==> src/rtl/mem_stage.sv <==
// mem_stage: memory-access stage driving a req/gnt/rvalid data bus and
// registering the selected write-back value toward MEM/WB.
module mem_stage #(
  parameter int AW = 32,
  parameter int DW = 32
) (
  input  logic          clk,
  input  logic          rst,
  input  logic [1:0]    mem_reg_write_i,
  input  logic [1:0]    mem_mem_write_i,
  input  logic [1:0]    mem_size_i,
  input  logic          mem_unsigned_i,
  input  logic          mem_reg_we_i,
  input  logic [31:0]   mem_resC_i,
  input  logic [DW-1:0] mem_rD2_i,
  input  logic [DW-1:0] mem_ext_i,
  input  logic [DW-1:0] mem_pc4_i,
  output logic          dbus_req_o,
  output logic          dbus_we_o,
  output logic [AW-1:0] dbus_addr_o,
  output logic [3:0]    dbus_be_o,
  output logic [DW-1:0] dbus_wdata_o,
  input  logic          dbus_gnt_i,
  input  logic          dbus_rvalid_i,
  input  logic [DW-1:0] dbus_rdata_i,
  output logic          stall_o,
  output logic          wb_valid_o,
  output logic          wb_reg_we_o,
  output logic [DW-1:0] wb_data_o,
  output logic          misalign_o
);
  typedef enum logic {IDLE, WAIT_R} state_t;
  state_t state, state_nx;
  logic ld, st, access, aligned, misalign, go, done;
  logic [DW-1:0] lane, load_val, sel_val;
  always_comb begin
    ld = mem_mem_write_i == 2'b10;
    st = mem_mem_write_i == 2'b01;
    access = ld | st;
    aligned = mem_size_i == 2'b00 ? 1'b1 :
              mem_size_i == 2'b01 ? ~mem_resC_i[0] : mem_resC_i[1:0] == 2'b00;
    misalign = access & ~aligned;
    go = access & aligned & ~rst;
    done = (state == IDLE & st & dbus_gnt_i) | (state == WAIT_R & dbus_rvalid_i);
    dbus_req_o = go & (state == IDLE);
    dbus_we_o = st;
    stall_o = go & ~done;
    state_nx = state == IDLE ? ((dbus_req_o & ld & dbus_gnt_i) ? WAIT_R : IDLE) :
               (dbus_rvalid_i ? IDLE : WAIT_R);
    dbus_addr_o = {mem_resC_i[AW-1:2], 2'b00};
    dbus_be_o = mem_size_i == 2'b00 ? 4'b0001 << mem_resC_i[1:0] :
                mem_size_i == 2'b01 ? 4'b0011 << mem_resC_i[1:0] : 4'b1111;
    dbus_wdata_o = mem_size_i == 2'b00 ? {4{mem_rD2_i[7:0]}} :
                   mem_size_i == 2'b01 ? {2{mem_rD2_i[15:0]}} : mem_rD2_i;
    lane = dbus_rdata_i >> {mem_resC_i[1:0], 3'b000};
    load_val = mem_size_i == 2'b00 ? {{24{~mem_unsigned_i & lane[7]}}, lane[7:0]} :
               mem_size_i == 2'b01 ? {{16{~mem_unsigned_i & lane[15]}}, lane[15:0]} : lane;
    // load data only exists in the cycle rvalid completes the access
    sel_val = mem_reg_write_i == 2'b00 ? mem_resC_i :
              mem_reg_write_i == 2'b01 ? ((state == WAIT_R & dbus_rvalid_i) ? load_val : '0) :
              mem_reg_write_i == 2'b10 ? mem_pc4_i : mem_ext_i;
  end
  always_ff @(posedge clk) begin
    if (rst) begin
      state <= IDLE;
      wb_valid_o <= 1'b0;
      wb_reg_we_o <= 1'b0;
      wb_data_o <= '0;
      misalign_o <= 1'b0;
    end else begin
      state <= state_nx;
      misalign_o <= misalign;
      if (stall_o) begin
        wb_valid_o <= 1'b0;
        wb_reg_we_o <= 1'b0;
      end else begin
        wb_valid_o <= mem_reg_we_i | access;
        wb_reg_we_o <= mem_reg_we_i & ~misalign;
        wb_data_o <= sel_val;
      end
    end
  end
endmodule

==> config.mk <==
export PLATFORM = sky130hd
export DESIGN_NAME = mem_stage
export DESIGN_NICKNAME = d
export VERILOG_FILES = /design/src/rtl/mem_stage.sv
export SDC_FILE = /design/constraint.sdc
export NUM_CORES = 1
export LEC_CHECK = 0
export CORE_MARGIN = 5
export CORE_UTILIZATION = 35
export CTS_BUF_LIST = sky130_fd_sc_hd__clkbuf_4
export CTS_CLUSTER_SIZE = 28
export DETAILED_ROUTE_END_ITERATION = 12
export PLACE_DENSITY = 0.85
export SKIP_CTS_REPAIR_TIMING = 1
export SLEW_MARGIN = 20
export SYNTH_ARGS = -nofsm -noshare
export SYNTH_HDL_FRONTEND = slang
export SYNTH_SLANG_ARGS = --single-unit
export TNS_END_PERCENT = 20
==> constraint.sdc <==
create_clock -name clk -period 3 [get_ports clk]
set_input_delay 0.45 -clock clk [delete_from_list [all_inputs] [get_ports clk]]
set_output_delay 0.45 -clock clk [all_outputs]
set_load 0.01 [all_outputs]
# Word level (Yosys, flattened, before mapping)
# Index checks and enable logic that the tools add are counted.
[op_classes]
shifts = 3
muxes = 15
n_reduce_logical = 4
eq_ne = 5
mul = 0
add_sub_neg = 0
n_lt_le_gt_ge = 0
bitwise_logic = 23
div = 0
[op_table]
columns = ["cell", "n"]
rows = [
  ["$mux W32", 8],
  ["$shr A32 B5 Y32", 1],
  ["$and A1 B1 Y1", 13],
  ["$mux W4", 2],
  ["$not A1 Y1", 7],
  ["$eq A2 B1 Y1 const B", 3],
  ["$logic_not A2 Y1", 3],
  ["$mux W1", 5],
  ["$eq A2 B2 Y1 const B", 2],
  ["$shl A1 B2 Y4 const A", 1],
  ["$shl A2 B2 Y4 const A", 1],
  ["$or A1 B1 Y1", 3],
  ["$reduce_or A2 Y1", 1],
]
[totals]
ramBits = 0
mem_bits_ro = 0
ff_bits = 36
latchBits = 0
elab_cells = 55
memories = 0

# Depth between registers and ports, before layout
# Gate-level depths: netlist of run 1.
[logic_depth]
ltp_word = 10
mapped_depth = 11
mapped_depth_nobuf = 7

# Worst setup path before layout of run 1
# No wires, ideal clock.
[synth_path]
kind = "input to output"
from = "in mem_resC_i[0]"
to = "out stall_o"
t_required_ns = 2.550
arrival_time_ns = 1.917
path_slack_ns = 0.633
stages = 9
path_buffers = 4
path_cell_list = "buf_4 > inv_1 > buf_2 > ha_1 > nand2b_1 > o211ai_1 > nor2_1 > clkbuf_1 > buf_2"
[synth_between]
elab_chain_cells = 6
elab_cells_between_ends = 7
cone_classes = "2 x mux; 4 x bitwise; 1 x reduce/logical"
[synth_rtl]
columns = ["item", "line_no", "rtl"]
rows = [
  ["from (decl)", "14", "input logic [31:0] mem_resC_i,"],
  ["$logic_not A2 Y1 or $not A1 Y1 (tied branches)", "41", "mem_size_i == 2'b01 ? ~mem_resC_i[0] : mem_resC_i[1:0] == 2'b00;"],
  ["$mux W1 *", "41", ""],
  ["$mux W1 *", "40", "aligned = mem_size_i == 2'b00 ? 1'b1 :"],
  ["$and A1 B1 Y1 * (2 in a row)", "43", "go = access & aligned & ~rst;"],
  ["$and A1 B1 Y1 *", "47", "stall_o = go & ~done;"],
  ["to (decl)", "26", "output logic stall_o,"],
]
# Mark *: on every way between the ends. The rest lies on a longest branch, timed or not.

# Worst setup path after layout of run 1
[layout_path]
from = "in mem_mem_write_i[0]"
to = "out stall_o"
[layout_between]
elab_chain_cells = 6
elab_cells_between_ends = 10
cone_classes = "2 x eq/ne; 8 x bitwise"
[layout_rtl]
columns = ["item", "line_no", "rtl"]
rows = [
  ["from (decl)", "10", "input logic [1:0] mem_mem_write_i,"],
  ["$eq A2 B1 Y1", "38", "st = mem_mem_write_i == 2'b01;"],
  ["$and A1 B1 Y1 (2 in a row)", "44", "done = (state == IDLE & st & dbus_gnt_i) | (state == WAIT_R & dbus_rvalid_i);"],
  ["$or A1 B1 Y1", "44", ""],
  ["$not A1 Y1", "47", ""],
  ["$and A1 B1 Y1 *", "47", ""],
]
# Marks and branches as above.

==> results.toml, run 1 <==
[pwr]
switchingPower_mw = 0.5569
p_leak_nw = 2.523
combPwrFrac_pct = 51.2
clock_power_share_pct = 16.2
p_int_mw = 1.121
powerDensity_mw_per_mm2 = 272.2
ir_drop_uv = 134.7
sequentialPowerShare_pct = 32.6
p_total_mw = 1.678
swShare_pct = 33.18

[worst_setup_path]
worstPathMaxFanout = 4
max_stage_delay_ns = 0.56
worst-endpoint-arrival_ns = 2.33
crit_type = "in2out"
start_kind = "input pin"
path_buf_inv = 3
path_cells = "clkdlybuf4s50_1 -> inv_1 -> ha_1 -> nor2_1 -> o211ai_1 -> nor2_4 -> clkdlybuf4s50_1"
cp_top_family = "buffers and inverters"
endpoint_kind = "output pin"
slowest_stage = "clkdlybuf4s50_1"
rrSetupSlack_ns = 0.98
cp_common_cell = "clkdlybuf4s50_1"
required_ns = 2.55

[final_layout]
fillers = 859
final_cells = 837
multi_input_area_mm2 = 0.002277
nNetsFinal = 881
post-route-util_pct = 62.79
regArea_um2 = 720.7
drive_above_1_share_pct = 9.091
syn_to_final_growth_pct = 74.50
final_common_cell = "clkdlybuf4s50_1"
most-common-layout-cells = "clkdlybuf4s50_1, nand2_1, nor2_1"
antenna_cells = 0
postLayoutCellArea_mm2 = 0.006166

[place]
dp_hpwl_um = 13220
port_buffers = 275
post_dp_cell_area_mm2 = 0.006110
dp_slack_ns = 0.001450
gp_congestion = 0.8670
dp.cells = 829

[drt]
routed_wl_um = 16150
drt_iter0_drc = 222
firstDrtPassIters = 4
ant_nets = 0
viasPerCell = 5.222
drcViolationCount = 0
vias = 4371
avgRoutedWirePerCell_um = 19.29

[yosys]
synthCells = 485
synth_edf_count = 0
dominantRegCellSynth = "dfxtp_1"
syn-mean-instance-area_um2 = 7.285
async_reset_ff_share_pct = 0
yosysTopAreaCell = "dfxtp_1"
ys_top_cells_by_area = "dfxtp_1, buf_4, mux2_2"
synth_top_area_share_pct = 20.40
syn_area_mm2 = 0.003533
yosys_warnings = 0
seq_area_frac_synth_pct = 20.40
ys_types = 47
ys_ff_latch = 36

[sta]
tightest_slew_ns = 0.9357
rsz0062_at_grt = "false"
timing.setup.tns_ns = 0
whs_ns = 0.4696
skew_ns = 0.01614
hold_violations = 0
slew_headroom_pct = 37.62
min_period_ns = 2.784
setup_violations = 0
slew_viol_final = 0
setup_slack_ns = 0.2162
timing.fmax_mhz = 359.2
post-route-period-util_pct = 92.79

[job]
cap_violations = 0

[floorplan]
core_area_mm2 = 0.009819
boundaryPins = 278
rows = 36
die_area_mm2 = 0.01220
die_x_um = 110.5
die_y_um = 110.5
initial_core_util_pct = 35.98

[cts]
clock_latency_ns = 0.34
cts_tree = "built"
root_buffer = "clkbuf_4"
cts_buffer_depth = 2
htreeDepth = 2
clk_pin_slew_ns = 0.14
cts_sinks = 36
cts_buffers = 5

[min_path]
hold_path.class = "reg2reg"

[global_routing]
grt_max_degree = 66
overflow = 0
antenna_found_initial = 0
first_global_vias = 4497
grt_pass1_wl_um = 24720
grt_usage_pct = 24.72

[outcome]
outcome = "finished clean"
worst reg2reg max path: cells and delay by family (launching register included):
kind | cells | cell delay, ns
AOI/OAI and AO/OA | 3 | 0.76
DFF | 1 | 0.42
and+or+nand+nor | 2 | 0.79
path summary, 6_finish.rpt:
check | startpoint | to | cells after the start
worst max register to register | state$_SDFF_PP0_ | wb_data_o[19]$_SDFFE_PP0N_ | 5
worst max-delay path | mem_mem_write_i[0] | stall_o | 7
worst min-delay path | wb_data_o[5]$_SDFFE_PP0N_ | wb_data_o[5]$_SDFFE_PP0N_ | 2
worst min register to register | wb_data_o[5]$_SDFFE_PP0N_ | wb_data_o[5]$_SDFFE_PP0N_ | 2
flip-flops by register name (all words and copies together), names as in the netlist:
| signal | cells |
|---|---|
| wb_data_o | 32 |
| misalign_o | 1 |
| state | 1 |
| wb_reg_we_o | 1 |
| wb_valid_o | 1 |
power groups by stage:
stage | Combinational, mW | Sequential [mW] | Clock, mW
3_5_place_dp | 0.860 | 0.557 | 0
5_1_grt | 0.918 | 0.552 | 0.306
3_3_place_gp | 0.843 | 0.556 | 0
6_report | 0.859 | 0.547 | 0.272
4_1_cts | 0.864 | 0.547 | 0.278
2_1_floorplan | 0.344 | 0.574 | 0
final cells by class:
cell class | instances | area share (%)
timing repair buffer | 293 | 47.04
inverter | 12 | 0.7305
clock buffer | 5 | 0.6088
sequential | 36 | 11.69
clock inverter | 3 | 0.3044
multi-input combinational | 355 | 36.93
tap | 133 | 2.699
kinds of logic after synthesis:
family	Yosys count	synth area share, %
other	1	0.1061
AOI/OAI and AO/OA	129	25.96
and+or+nand+nor	169	20.43
buffers and inverters	95	15.47
DFF	36	20.40
adders and majority gates	6	2.125
muxes	49	15.51
layer usage:
| metal | up-vias | routed length (um) | GRT usage (%) |
|---|---|---|---|
| li1 | 2119 | - | - |
| met4 | 0 | 294 | 5.419 |
| met1 | 2055 | 6713 | 29.89 |
| met5 | - | 0 | 0 |
| met3 | 22 | 1007 | 5.799 |
| met2 | 175 | 8133 | 44.30 |
cells in the mapped netlist (all sizes together) (2+ instances only):
cell     count
nand2       77
buf         57
nor2        52
dfxtp       36
o21ai       36
clkbuf      26
mux2        26
a21oi       23
mux2i       21
nor3        16
a22o        14
inv         12
a2111oi     10
a21o        10
a221oi      10
o41ai        8
ha           6
nand3        6
a211oi       5
a31oi        5
nand2b       5
nor2b        3
a2bb2oi      2
mux4         2
nand3b       2
or2          2
Power figures use the tool's default switching activity.
==> run 2: changes to the inputs <==
--- a/config.mk
+++ b/config.mk
@@ -10,6 +10,7 @@
 export CTS_BUF_LIST = sky130_fd_sc_hd__clkbuf_4
 export CTS_CLUSTER_SIZE = 28
 export DETAILED_ROUTE_END_ITERATION = 12
+export GPL_TIMING_DRIVEN = 0
 export PLACE_DENSITY = 0.85
 export SKIP_CTS_REPAIR_TIMING = 1
 export SLEW_MARGIN = 20
==> run 2 against run 1 <==
Count of clock-buffer cells in the layout did not move. Maximum frequency rose by 0.12%. Via count rose by 11%. Register-to-register slack improved by 0.14 ns.
==> results.toml, run 2 (synthesis gave the netlist of run 1 again) <==
[worst_setup_path]
endpoint_kind = "output pin"
critPathLaunch = "mem_size_i[1]"
r2r-start = "state$_SDFF_PP0_"
start_kind = "input pin"
worstPathMaxFanout = 10
crit_type = "in2out"
required_ns = 2.55
worst-endpoint-arrival_ns = 2.33
reg2reg_depth = 6

[sta]
post-route-period-util_pct = 92.69
skew_ns = 0.01195
min_period_ns = 2.781
setup_violations = 0
rsz0062_at_grt = "false"
tightest_slew_ns = 0.6711
timing.fmax_mhz = 359.6
slew_headroom_pct = 55.26
slew_viol_final = 0
hold_violations = 0

[floorplan]
die_y_um = 110.5
boundaryPins = 278
die_x_um = 110.5
core_area_mm2 = 0.009819
rows = 36
initial_core_util_pct = 35.98
die_area_mm2 = 0.01220

[final_layout]
multi_input_area_mm2 = 0.002272
post-route-util_pct = 66.44
largest_reg_flops = 32
drive_above_1_share_pct = 14.19
most-common-layout-cells = "clkdlybuf4s50_1, nand2_1, nor2_1"
postLayoutCellArea_mm2 = 0.006524
nNetsFinal = 945
regArea_um2 = 720.7
fillers = 854
largest_register = "wb_data_o"
syn_to_final_growth_pct = 84.63
final_cells = 901
antenna_cells = 0
final_common_cell = "clkdlybuf4s50_1"

[min_path]
holdPathStages = 2
hold_path.class = "reg2reg"
holdCritStartpoint = "wb_data_o[5]$_SDFFE_PP0N_"

[global_routing]
grt_usage_pct = 27.28
grt_pass1_wl_um = 27190
grt_max_degree = 13
antenna_found_initial = 0
overflow = 0
first_global_vias = 4936

[drt]
routed_wl_um = 17760
drt_iter0_drc = 305
avgRoutedWirePerCell_um = 19.71
firstDrtPassIters = 5
viasPerCell = 5.397
ant_nets = 0
drcViolationCount = 0
vias = 4863

[cts]
cts_buffer_depth = 2
htreeDepth = 2
root_buffer = "clkbuf_4"
cts_tree = "built"
cts_sinks = 36
cts_buffers = 5
clk_pin_slew_ns = 0.12
clock_latency_ns = 0.35

[place]
port_buffers = 270
post_dp_cell_area_mm2 = 0.006406
dp.cells = 889
dp_hpwl_um = 14710
gp_congestion = 0.8775

[pwr]
clock_power_share_pct = 15.9
sequentialPowerShare_pct = 31.4
swShare_pct = 33.77
powerDensity_mw_per_mm2 = 266.6
combPwrFrac_pct = 52.7
p_int_mw = 1.152
switchingPower_mw = 0.5873
p_leak_nw = 2.781
ir_drop_uv = 201.4

[outcome]
outcome = "finished clean"

[job]
cap_violations = 0
-- run 2: cell types whose count changed in the layout (fill, tap and decap cells not counted), sizes merged --
cell / before / now
buf: 18 / 62
dlymetal6s2s: 0 / 3
clkdlybuf4s50: 275 / 267
clkbuf: 5 / 30
-- run 2: metrics by stage --
stage	hold slack (ns)	setup slack, ns	power (mW)	TNS, ns
floorplan	0.4756	0.6327	0.9180	0
global placement	0.4294	-0.9203	1.437	-6.421
detailed placement	0.4331	-0.9943	1.456	-8.321
CTS	0.4632	-1.006	1.734	-1.242
global route	0.4781	0.06665	1.825	0
finish	0.4629	0.2194	1.739	0
-- run 2: critical path: stages --
cell	delay [ns]
buf_2	0.16
nor2_1	0.44
clkbuf_2	0.40
mux2_2	0.40
clkdlybuf4s50_1	0.48
-- run 2: final timing paths --
path                            slack, ns                          to
worst max-delay path                 0.22            dbus_wdata_o[12]
worst min-delay path                 0.46   wb_data_o[5]$_SDFFE_PP0N_
worst max register to register       1.12  wb_data_o[25]$_SDFFE_PP0N_
worst min register to register       0.46   wb_data_o[5]$_SDFFE_PP0N_
-- run 2: cell type report --
cell class,instances,area share [%]
inverters,12,0.6904
flip-flops and latches,36,11.05
multi-input cells,355,34.83
repair buffers,275,42.12
plain buffers,82,7.902
clock buffers,5,0.5754
clock inverters,3,0.2877
well taps,133,2.551
-- run 2: layer usage --
layer | GRT usage, % | share of wire, % | wire, um
met3 | 6.291 | 7.7 | 1359
met5 | 0 | 0 | 0
met4 | 10.18 | 3.3 | 594
met1 | 32.79 | 40 | 7079
met2 | 47.13 | 49 | 8727
-- run 2: power by group through the flow --
stage,combinational (mW),clock [mW],sequential [mW]
3_3_place_gp,0.882,0,0.554
3_5_place_dp,0.900,0,0.556
2_1_floorplan,0.344,0,0.574
6_report,0.917,0.277,0.546
4_1_cts,0.905,0.284,0.545
5_1_grt,0.973,0.303,0.550
